[src/rtl/sync_fifo_prog.sv]
// Single-clock show-ahead FIFO with occupancy count, programmable almost flags and flush.
// Define SYNC_FIFO_ERR_EN to build the sticky overflow/underflow flags; otherwise they read 0.
module sync_fifo_prog #(
  parameter int unsigned B      = 8,
  parameter int unsigned W      = 4,
  parameter int unsigned AF_LVL = 12,
  parameter int unsigned AE_LVL = 4
) (
  input  logic         clk,
  input  logic         rst_n,
  input  logic         clr,
  input  logic         wr,
  input  logic [B-1:0] w_data,
  input  logic         rd,
  output logic [B-1:0] r_data,
  output logic         empty,
  output logic         full,
  output logic         almost_empty,
  output logic         almost_full,
  output logic [W:0]   count,
  output logic         overflow,
  output logic         underflow
);

  localparam int unsigned D     = 2 ** W;
  localparam logic [W:0]  DFull = (W + 1)'(D);
  localparam logic [W:0]  AfLvl = (W + 1)'(AF_LVL);
  localparam logic [W:0]  AeLvl = (W + 1)'(AE_LVL);

  logic [B-1:0] r_mem [D];
  logic [W-1:0] r_wptr;
  logic [W-1:0] r_rptr;
  logic [W:0]   r_count;
  logic         r_empty;
  logic         r_full;
  logic         r_aempty;
  logic         r_afull;

  logic         w_rd_ok;
  logic         w_wr_ok;
  logic [W:0]   w_count_nxt;

  // A full FIFO still takes a write when the same cycle pops the head.
  always_comb begin
    w_rd_ok     = rd & ~r_empty;
    w_wr_ok     = wr & (~r_full | rd);
    w_count_nxt = r_count;
    if (clr) begin
      w_count_nxt = '0;
    end else begin
      w_count_nxt = r_count + (W + 1)'(w_wr_ok) - (W + 1)'(w_rd_ok);
    end
  end

  always_ff @(posedge clk) begin
    if (w_wr_ok && !clr) begin
      r_mem[r_wptr] <= w_data;
    end
  end

  always_ff @(posedge clk or negedge rst_n) begin
    if (!rst_n) begin
      r_wptr   <= '0;
      r_rptr   <= '0;
      r_count  <= '0;
      r_empty  <= 1'b1;
      r_full   <= 1'b0;
      r_aempty <= 1'b1;
      r_afull  <= (AF_LVL == 0);
    end else begin
      if (clr) begin
        r_wptr <= '0;
        r_rptr <= '0;
      end else begin
        if (w_wr_ok) r_wptr <= r_wptr + 1'b1;
        if (w_rd_ok) r_rptr <= r_rptr + 1'b1;
      end
      r_count  <= w_count_nxt;
      r_empty  <= (w_count_nxt == '0);
      r_full   <= (w_count_nxt == DFull);
      r_aempty <= (w_count_nxt <= AeLvl);
      r_afull  <= (w_count_nxt >= AfLvl);
    end
  end

`ifdef SYNC_FIFO_ERR_EN
  logic r_ovf;
  logic r_udf;

  always_ff @(posedge clk or negedge rst_n) begin
    if (!rst_n) begin
      r_ovf <= 1'b0;
      r_udf <= 1'b0;
    end else if (clr) begin
      r_ovf <= 1'b0;
      r_udf <= 1'b0;
    end else begin
      if (wr && !w_wr_ok) r_ovf <= 1'b1;
      if (rd && r_empty)  r_udf <= 1'b1;
    end
  end

  assign overflow  = r_ovf;
  assign underflow = r_udf;
`else
  assign overflow  = 1'b0;
  assign underflow = 1'b0;
`endif

  assign r_data       = r_mem[r_rptr];
  assign empty        = r_empty;
  assign full         = r_full;
  assign almost_empty = r_aempty;
  assign almost_full  = r_afull;
  assign count        = r_count;

endmodule

[config.mk]
export PLATFORM = sky130hd
export DESIGN_NAME = sync_fifo_prog
export DESIGN_NICKNAME = d
export VERILOG_FILES = /design/src/rtl/sync_fifo_prog.sv
export SDC_FILE = /design/constraint.sdc
export NUM_CORES = 1
export LEC_CHECK = 0
export ABC_AREA = 1
export BUFFER_PORTS_ARGS = -buffer_cell sky130_fd_sc_hd__clkbuf_2
export CAP_MARGIN = 20
export CORE_ASPECT_RATIO = 0.8
export CORE_MARGIN = 2
export CORE_UTILIZATION = 30
export CTS_BUF_LIST = sky130_fd_sc_hd__clkbuf_16
export DETAILED_ROUTE_END_ITERATION = 8
export PLACE_DENSITY = 0.57
export RECOVER_POWER = 25
export SLEW_MARGIN = 20
export SYNTH_ARGS = -nofsm -noshare
export SYNTH_HDL_FRONTEND = slang
export SYNTH_SLANG_ARGS = --single-unit
[constraint.sdc]
create_clock -name clk -period 2.16 [get_ports clk]
set_clock_uncertainty 0.15 [all_clocks]
set_input_delay 0.108 -clock clk [delete_from_list [all_inputs] [get_ports clk]]
set_output_delay 0.108 -clock clk [all_outputs]
set_load 0.02 [all_outputs]
Yosys cells after proc, flatten, opt, wreduce, memory -nomap -nowiden. Memories as Yosys holds them, arrays and structs flattened. Cells that the tools add are included.

Register bits: 17. Memory bits (writable): 128. Memories: 1. Output and inout port bits: 19. Input port bits: 13.

Bitwise logic cells: 5. Order comparisons: 2. Muxes and demuxes: 7. Reduce and logical (&&, ||, !) cells: 5. Equality and inequality tests: 1. $add $sub $neg: 4.

Memory list: r_mem (words 16, width 8, read ports 1, clocked after Yosys merged registers in 0, write ports 1, RTL line 30) `logic [B-1:0] r_mem [D];`.

Operator list (number): two-way mux 4 bit (4); adder 4 x 1 -> 4 bit, second input constant (2); adder 5 x 1 -> 5 bit (1); == test 5 bit, second input constant (1); >= comparator 5 x 4 -> 1 bit, second input constant (1); less-or-equal comparator 5 x 3 -> 1 bit, second input constant (1); logical NOT 5 bit (1); two-way mux 5 bit (1); subtractor 5 x 1 -> 5 bit (1); nonzero test 2 bit (2); bitwise AND 1 bit (2); two-way mux 1 bit (2); inverter 1 bit (2); logical AND 1 bit (1); logical NOT 1 bit (1); OR 1 bit (1).

Logic depth before layout (Yosys ltp). Gate-level depths: netlist (run 1).

Word-level depth: 7. Gate-level depth with buffers: 15. Mapped depth without buffers: 15.

Worst setup path after synthesis (run 1). OpenSTA, ideal clock, no wires.

Path kind: register to register. Start: reg r_empty (netlist: empty). End: reg r_aempty (netlist: almost_empty). Setup time: 0.080 ns. Path buffers: 0. Slack: -0.112 ns. Data arrival time: 2.041 ns. Cell stages (with the launch flop): 13. Cells stage by stage: dfstp_2 nor2_1 ha_1 inv_1 ha_1 inv_1 fa_1 inv_1 nand3_1 nand3_1 nand2_1 nor2_1 nor2_1.

Longest elaborated chain between the ends: 5.

Ends and longest elaborated chain: start, declared (RTL line 34) `logic r_empty;`; start signal, assigned (RTL line 79) `r_empty <= (w_count_nxt == '0);`; inverter 1 bit (RTL line 45) `w_rd_ok = rd & ~r_empty;`; bitwise AND 1 bit (RTL line 45); subtractor 5 x 1 -> 5 bit (RTL line 51) `w_count_nxt = r_count + (W + 1)'(w_wr_ok) - (W + 1)'(w_rd_ok);`; two-way mux 5 bit (RTL line 48) `if (clr) begin`; net w_count_nxt[4] (RTL line 41) `logic [W:0] w_count_nxt;`; less-or-equal comparator 5 x 3 -> 1 bit (RTL line 81) `r_aempty <= (w_count_nxt <= AeLvl);`; end signal, assigned (RTL line 81); end, declared (RTL line 36) `logic r_aempty;`.

The timed path passes the listed nets, and every way through them passes these cells. A chain may end at the register's enable or synchronous reset.

Worst setup path in the final report (run 1).
Start: reg r_empty (netlist: empty). End: reg r_full (netlist: full).

Longest elaborated chain between the ends: 5.

Ends and longest elaborated chain: inverter 1 bit (RTL line 45); bitwise AND 1 bit (RTL line 45); subtractor 5 x 1 -> 5 bit (RTL line 51); two-way mux 5 bit (RTL line 48); net w_count_nxt[1] (RTL line 41); == test 5 bit (RTL line 80) `r_full <= (w_count_nxt == DFull);`; end signal, assigned (RTL line 80); end, declared (RTL line 35) `logic r_full;`.

The timed path passes the listed nets, and every way through them passes these cells.

==> impl_summary.log, run 1 <==
INFO  metric slowest_delay = 550 ps
INFO  metric hold_ws = 20.2 ps
INFO  metric violations = negative setup slack
INFO  metric synth_compound_area_frac = 0.0103
INFO  metric syn_avg_cell_area = 9.90 µm²
INFO  metric post_synth_xor_area_fraction = 0
INFO  metric remaining_drc_errors = 0
INFO  metric place.gp.congestion = 0.811
INFO  metric worstPathCellList = nor2_4 > ha_4 > inv_2 > ha_4 > inv_2 > fa_2 > nor2_4 > nor2_1 > o21ai_1 > inv_1 > nand2_1 > nor2_1
INFO  metric crit_fanout = 3
INFO  metric die_boundary_height = 136 µm
INFO  metric simple_gate_fraction_of_synth_area = 0.218
INFO  metric drt_pass1_iterations = 5
INFO  metric combinational_family_with_the_most_area_after_synthesis = simple AND/OR/NAND/NOR gates
INFO  metric finalWorstSetupSlack = -20.5 ps
INFO  metric ff_latch_count_synth = 145
INFO  metric num-nets-final = 762
INFO  metric drt_iter0_markers = 446
INFO  metric nFillCells = 2072
INFO  metric worst_r2r_startpoint = empty
INFO  metric final_layout_size_suffix_gt1_frac = 0.205
INFO  metric ff2ff_path_depth = 12
INFO  metric finalSetupViolations = 1
INFO  metric fin_tns_setup = -20.5 ps
INFO  metric rows = 48
INFO  metric die_ar = 0.0231 mm²
INFO  metric ctsHtreeMaxLevel = 4
INFO  metric synth_adder_area_share = 0.0221
INFO  metric number_of_buffers_on_the_longest_clock_path = 2
INFO  metric clk_root_buffer_cell = sky130_fd_sc_hd__clkbuf_16
INFO  metric insertedDiodeCount = 0
INFO  metric grt_antenna_before_repair = 0
INFO  metric endpoint_kind = flip-flop
INFO  metric vdd_drop_max = 0.592 mV
INFO  metric worst-setup-path-type = flip-flop to flip-flop
INFO  metric powerDensity = 1000 mW/mm²
INFO  metric synth.lib_cells_used.distinct = 22
INFO  metric maxSlewViolCount = 0
INFO  metric worst_setup_path_start_kind = flip-flop
INFO  metric grt_util_all_layers = 0.142
INFO  metric hold_path.class = input port to asynchronous set/reset pin
INFO  metric cts_tree = yes
INFO  metric critical_path.slowest_cell = sky130_fd_sc_hd__dfstp_2
INFO  metric cts.sinks = 145
INFO  metric maximum_number_of_pins_on_one_net_before_global_route_repair = 38
INFO  metric maxCapViolations = 0
INFO  metric first_global_vias = 4296
INFO  metric rr_endpoint = full
INFO  metric num_vias = 4637
INFO  metric gr-total-overflow = 0
INFO  metric synth_mux_area_frac = 0
INFO  metric yosys_warnings = 0
INFO  metric global_route_wire_length_before_repair = 24100 µm
INFO  metric maxSlewHeadroom = 0.469
INFO  metric cp.arrival = 2350 ps
INFO  metric route.detailed.vias_per_inst = 4.52
INFO  metric synthCells = 663
INFO  metric start_util = 0.305
INFO  metric critPathRequiredTime = 2330 ps
INFO  metric synth_to_final_area_change = 27.4%
INFO  metric ant_nets = 0
INFO  metric finalHoldViolCount = 0
INFO  metric min_period = 2180 ps
INFO  metric io_pins = 32
INFO  metric mappedNetlistArea = 0.00656 mm²
INFO  metric yosysSeqAreaShare = 0.651
INFO  metric setup_repair_after_global_routing_missed_its_margin = yes
INFO  metric core_region_area = 0.0215 mm²
INFO  metric rrSetupSlack = -20 ps
INFO  metric port-buffer-count = 29
INFO  metric dp_hpwl = 9720 µm
INFO  metric cts.reportedPaths.clkPinSlew = 60 ps
INFO  metric final_common_cell = sky130_fd_sc_hd__nand2_1
INFO  metric final_critical_path_share_of_the_clock_period = 1.01
INFO  metric outcome = finished with violations
INFO  metric finalWirelength = 16300 µm
INFO  metric commonest_cells_after_routing_fill_and_taps_aside = sky130_fd_sc_hd__nand2_1, sky130_fd_sc_hd__edfxtp_1, sky130_fd_sc_hd__inv_1
INFO  metric clk-insertion-delay-late = 420 ps
INFO  metric numCtsBuffers = 17
INFO  metric area.sequential = 0.00427 mm²
INFO  metric max_clock_freq = 459 MHz
INFO  metric p_leak = 3.64 nW
INFO  metric wl_per_cell = 15.9 µm
INFO  metric path_delay_family = adder cells
INFO  metric die_width = 169 µm
INFO  metric timing_worst_slew_pin_value = 796 ps
INFO  metric critPathBufInv = 3
INFO  metric multiInputGateArea = 0.00185 mm²
-- kinds of logic (layout without fill, tap and decap cells) --
group                    after synthesis  after routing
other                                  1              2
flip-flops                           145            145
buffers and inverters                154            241
AO/OA/AOI/OAI                         13             13
AND/OR/NAND/NOR                      339            339
adder cells (fa/ha/maj)               11             11
-- worst max-delay path by stage --
| stage | from | end | slack (ps) | cells after the start |
|---|---|---|---|---|
| 2_1_floorplan | empty | full | -70 | 12 |
| 3_3_place_gp | empty | full | -120 | 12 |
| 3_5_place_dp | empty | full | -110 | 12 |
| 4_1_cts | empty | full | -120 | 12 |
| 5_1_grt | empty | full | -100 | 12 |
| 6_report | empty | full | -20 | 12 |
-- synth_stat cells (all sizes together) --
cell    number  area, µm²
nand4        1       6.26
o21ai        7       35.0
fa           1       20.0
conb         1       3.75
nand3      109        546
a211oi       1       7.51
clkinv       1       3.75
nor2        23       86.3
dfrtp       15        375
edfxtp     128       3840
ha          10        125
dfstp        2       52.6
buf         27        168
nor3        14       70.1
a21oi        5       25.0
nand2      192        721
clkbuf       1       3.75
inv        125        469
-- routing by layer --
| metal | routed length [µm] | up-vias | track usage |
|---|---|---|---|
| li1 | - | 2292 | - |
| met1 | 7630 | 2221 | 0.192 |
| met2 | 7460 | 100 | 0.220 |
| met3 | 832 | 24 | 0.0306 |
| met4 | 344 | 0 | 0.0608 |
| met5 | 0 | - | 0 |
-- registers in the layout, indices dropped and copies added (netlist names) --
signal / cells
full: 1
r_mem: 128
r_wptr: 4
empty: 1
count: 5
almost_empty: 1
r_rptr: 4
almost_full: 1
-- stage by stage --
step | cell area (µm²) | std cells | worst slack, ps | utilization | power [mW]
global placement | 7210 | 977 | -123 | 0.335 | 5.05
global route | 8360 | 1026 | -99.0 | 0.389 | 8.76
finish | 8360 | 1026 | -20.5 | 0.389 | 8.37
CTS | 7980 | 1018 | -117 | 0.371 | 8.11
floorplan | 6590 | 664 | -71.8 | - | 4.52
detailed placement | 7210 | 977 | -109 | 0.335 | 5.07
-- power breakdown --
group	internal, mW	leakage [nW]	switching, mW	total [mW]
combinational	0.897	1.99	1.32	2.21
clock	1.71	0.276	1.19	2.90
sequential	3.17	1.37	0.0828	3.26
-- final cells by class --
| type | instances | share of cell area |
|---|---|---|
| clock buffer | 17 | 0.0509 |
| clock inverter | 15 | 0.0187 |
| inverter | 126 | 0.0575 |
| multi-input combinational | 365 | 0.221 |
| sequential | 145 | 0.511 |
| tap | 275 | 0.0412 |
| timing repair buffer | 83 | 0.0997 |
-- timing repair --
item / CTS / global route
pin swaps: 2 / 13
endpoints found under the setup margin: 11 / 14
setup buffers: 2 / 2
hold buffers: 5 / 0
gates resized for setup: 18 / 63
cloned: 2 / 6
hold endpoints to repair: 45 / 0
Note: power is estimated with default switching activity, not from simulation.
==> run 2, diff against run 1 <==
--- a/config.mk
+++ b/config.mk
@@ -13,6 +13,7 @@
 export CORE_UTILIZATION = 30
 export CTS_BUF_LIST = sky130_fd_sc_hd__clkbuf_16
 export DETAILED_ROUTE_END_ITERATION = 8
+export MAX_ROUTING_LAYER = met4
 export PLACE_DENSITY = 0.57
 export RECOVER_POWER = 25
 export SLEW_MARGIN = 20
==> constraint.sdc (replaced) <==
create_clock -name clk -period 1.9 [get_ports clk]
set_clock_uncertainty 0.15 [all_clocks]
set_input_delay 0.095 -clock clk [delete_from_list [all_inputs] [get_ports clk]]
set_output_delay 0.095 -clock clk [all_outputs]
set_load 0.02 [all_outputs]
==> run 2 against run 1 <==
Effect of this change:
- the run still ends with negative setup slack left
- cell count up 1.7%
- design area up 8.3%
- fmax down 0.65%
- clock power up 5%
- largest cell class unchanged
- non-clock buffer count up 15
- critical path depth unchanged
- hold slack better by 88 ps
- sequential power up 14%
- register-to-register slack worse by 270 ps
- global-route usage up 0.71 points
- sequential cell count unchanged
- critical path type unchanged
- highest routed layer unchanged
- combinational power up 47%
==> impl_summary.log, run 2 (synthesis gave the netlist of run 1 again) <==
INFO  metric outcome = finished with violations
INFO  metric violations = negative setup slack
INFO  metric start_util = 0.305 (unchanged)
INFO  metric p_leak = 3.91 nW (+7.6%)
INFO  metric endpoint_kind = flip-flop
INFO  metric worstPathCellList = nor2_4 > ha_4 > inv_2 > ha_4 > inv_2 > fa_2 > nor2_4 > nor2_1 > o21ai_1 > inv_1 > nand2_2 > nor2_2
INFO  metric final_common_cell = sky130_fd_sc_hd__nand2_1
INFO  metric finalWirelength = 16500 µm (+1.6%)
INFO  metric clk-insertion-delay-late = 410 ps (about the same)
INFO  metric final_critical_path_share_of_the_clock_period = 1.16 (+0.146)
INFO  metric final_layout_size_suffix_gt1_frac = 0.343 (+0.138)
INFO  metric synth_to_final_area_change = 38.0%
INFO  metric die_width = 169 µm (unchanged)
INFO  metric cts.reportedPaths.clkPinSlew = 60 ps (about the same)
INFO  metric powerDensity = 1100 mW/mm² (+10%)
INFO  metric num-nets-final = 778 (+2.1%)
INFO  metric number_of_buffers_on_the_longest_clock_path = 2 (unchanged)
INFO  metric drt_pass1_iterations = 4 (-1)
INFO  metric core_region_area = 0.0215 mm² (unchanged)
INFO  metric placement.cell_area = 0.00727 mm² (+0.87%)
INFO  metric commonest_cells_after_routing_fill_and_taps_aside = sky130_fd_sc_hd__nand2_1, sky130_fd_sc_hd__edfxtp_1, sky130_fd_sc_hd__inv_1
INFO  metric grt_antenna_before_repair = 1 (+1)
INFO  metric cts.sinks = 145 (unchanged)
INFO  metric remaining_drc_errors = 0 (unchanged)
INFO  metric rows = 48 (unchanged)
INFO  metric post-place-cells = 977 (unchanged)
INFO  metric clk_root_buffer_cell = sky130_fd_sc_hd__clkbuf_16
INFO  metric nFillCells = 2021 (-2.5%)
INFO  metric drt_iter0_markers = 411 (-7.8%)
INFO  metric vdd_drop_max = 0.759 mV (+28%)
INFO  metric place.gp.congestion = 0.772 (-4.7%)
INFO  metric gr-total-overflow = 0 (unchanged)
INFO  metric design_area = 0.00906 mm² (+8.3%)
INFO  metric numCtsBuffers = 17 (unchanged)
INFO  metric hold_path.class = input port to flip-flop
INFO  metric hold_ws = 108 ps (+87.7 ps)
INFO  metric global_route_wire_length_before_repair = 25000 µm (+3.6%)
INFO  metric worst-setup-path-type = flip-flop to flip-flop
INFO  metric cp.arrival = 2350 ps (about the same)
INFO  metric first_global_vias = 4533 (+5.5%)
INFO  metric gr-usage-met1 = 0.210 (+0.0185)
INFO  metric crit_fanout = 3 (unchanged)
INFO  metric largest-register = r_mem
INFO  metric largest_register_ffs = 128 (unchanged)
INFO  metric grt.met2_usage = 0.213 (-0.00726)
INFO  metric fin_tns_setup = -2680 ps (-2660 ps)
INFO  metric critical_path.slowest_cell = sky130_fd_sc_hd__dfstp_2
INFO  metric grt_util_all_layers = 0.149 (+0.00708)
INFO  metric post_route_insts_no_fill = 1043 (+1.7%)
INFO  metric busiest_layer = met2
INFO  metric maximum_number_of_pins_on_one_net_before_global_route_repair = 34 (-11%)
INFO  metric critPathBufInv = 3 (unchanged)
INFO  metric maxCapViolations = 0 (unchanged)
INFO  metric max_clock_freq = 456 MHz (-0.65%)
INFO  metric min_period = 2190 ps (+14.3 ps)
INFO  metric route.detailed.vias_per_inst = 4.56 (+1.0%)
INFO  metric finalWorstSetupSlack = -295 ps (-274 ps)
INFO  metric timing_worst_slew_pin_value = 1010 ps (+214 ps)
INFO  metric maxSlewHeadroom = 0.327 (-0.143)
INFO  metric ant_nets = 0 (unchanged)
INFO  metric num_vias = 4761 (+2.7%)
INFO  metric ctsHtreeMaxLevel = 4 (unchanged)
INFO  metric maxSlewViolCount = 0 (unchanged)
INFO  metric io_pins = 32 (unchanged)
INFO  metric dp_hpwl = 9420 µm (-3.1%)
INFO  metric setup_repair_after_global_routing_missed_its_margin = yes
INFO  metric finalHoldViolCount = 0 (unchanged)
INFO  metric slowest_delay = 550 ps (about the same)
INFO  metric die_ar = 0.0231 mm² (unchanged)
INFO  metric cts_tree = yes
INFO  metric pre_cts_slack = -355 ps (-246 ps)
INFO  metric port-buffer-count = 29 (unchanged)
INFO  metric wl_per_cell = 15.8 µm (about the same)
INFO  metric design_power_total = 10.0 mW (+20%)
INFO  metric critPathRequiredTime = 2060 ps (-270 ps)
INFO  metric die_boundary_height = 136 µm (unchanged)
INFO  metric grt_use_met3 = 0.0306 (unchanged)
INFO  metric path_delay_family = adder cells
INFO  metric utilization = 0.421 (+0.0324)
INFO  metric worst_setup_path_start_kind = flip-flop
INFO  metric finalSetupViolations = 15 (+14)
[run 2: cell count changes in the layout (fill, tap and decap cells not counted), moves of 6 or more]
cell / previous run / this run
sky130_fd_sc_hd__nor3_2: 0 / 10
sky130_fd_sc_hd__nand2_1: 182 / 133
sky130_fd_sc_hd__nand3_2: 25 / 56
sky130_fd_sc_hd__nand3_1: 84 / 50
sky130_fd_sc_hd__buf_8: 2 / 8
sky130_fd_sc_hd__nand2_2: 10 / 51
sky130_fd_sc_hd__nor3_1: 14 / 4
sky130_fd_sc_hd__nand2_4: 0 / 8
[run 2: worst paths after layout]
| path | slack [ps] | cells past startpoint | end | from |
|---|---|---|---|---|
| setup reg to reg | -290 | 12 | full | empty |
| setup / recovery | -290 | 12 | full | empty |
| min in group asynchronous | 220 | 2 | count[3] | rst_n |
| hold / removal | 110 | 5 | r_wptr[3] | wr |
| max in group asynchronous | 700 | 2 | r_rptr[0] | rst_n |
| hold reg to reg | 450 | 1 | r_wptr[3] | r_wptr[3] |
[run 2: where the power goes]
part / switching [mW] / internal, mW
Sequential: 0.106 / 3.61
Clock: 1.25 / 1.79
Combinational: 1.85 / 1.40
[run 2: repair_timing]
item                       CTS  global route
setup buffers                7             5
setup endpoints to repair   15           128
pin swaps                   23            67
cloned                       7             7
hold buffers                 8             0
hold endpoints to repair    90             0
gates resized for setup     67           128
[run 2: layout make-up]
type | count | area (µm²) | share of cell area
Clock inverter | 13 | 70.1 | 0.00774
Clock buffer | 19 | 475 | 0.0525
Sequential cell | 145 | 4270 | 0.472
Multi-Input combinational cell | 365 | 2280 | 0.252
Timing Repair inverter | 1 | 6.26 | 0.000691
Timing Repair Buffer | 98 | 1120 | 0.124
Tap cell | 275 | 344 | 0.0380
Antenna cell | 1 | 2.50 | 0.000276
Inverter | 126 | 483 | 0.0533
[run 2: routing by layer]
layer | vias up | share of wire
met5 | - | 0
met4 | 0 | 0.0070
met3 | 6 | 0.041
met2 | 110 | 0.45
met1 | 2314 | 0.50
li1 | 2331 | -
[run 2: tightest hold or removal path, stage by stage]
cell,delay (ps)
sky130_fd_sc_hd__clkbuf_2,90
sky130_fd_sc_hd__nand2_2,90
sky130_fd_sc_hd__buf_4,150
sky130_fd_sc_hd__nor2_1,60
sky130_fd_sc_hd__a21oi_1,150
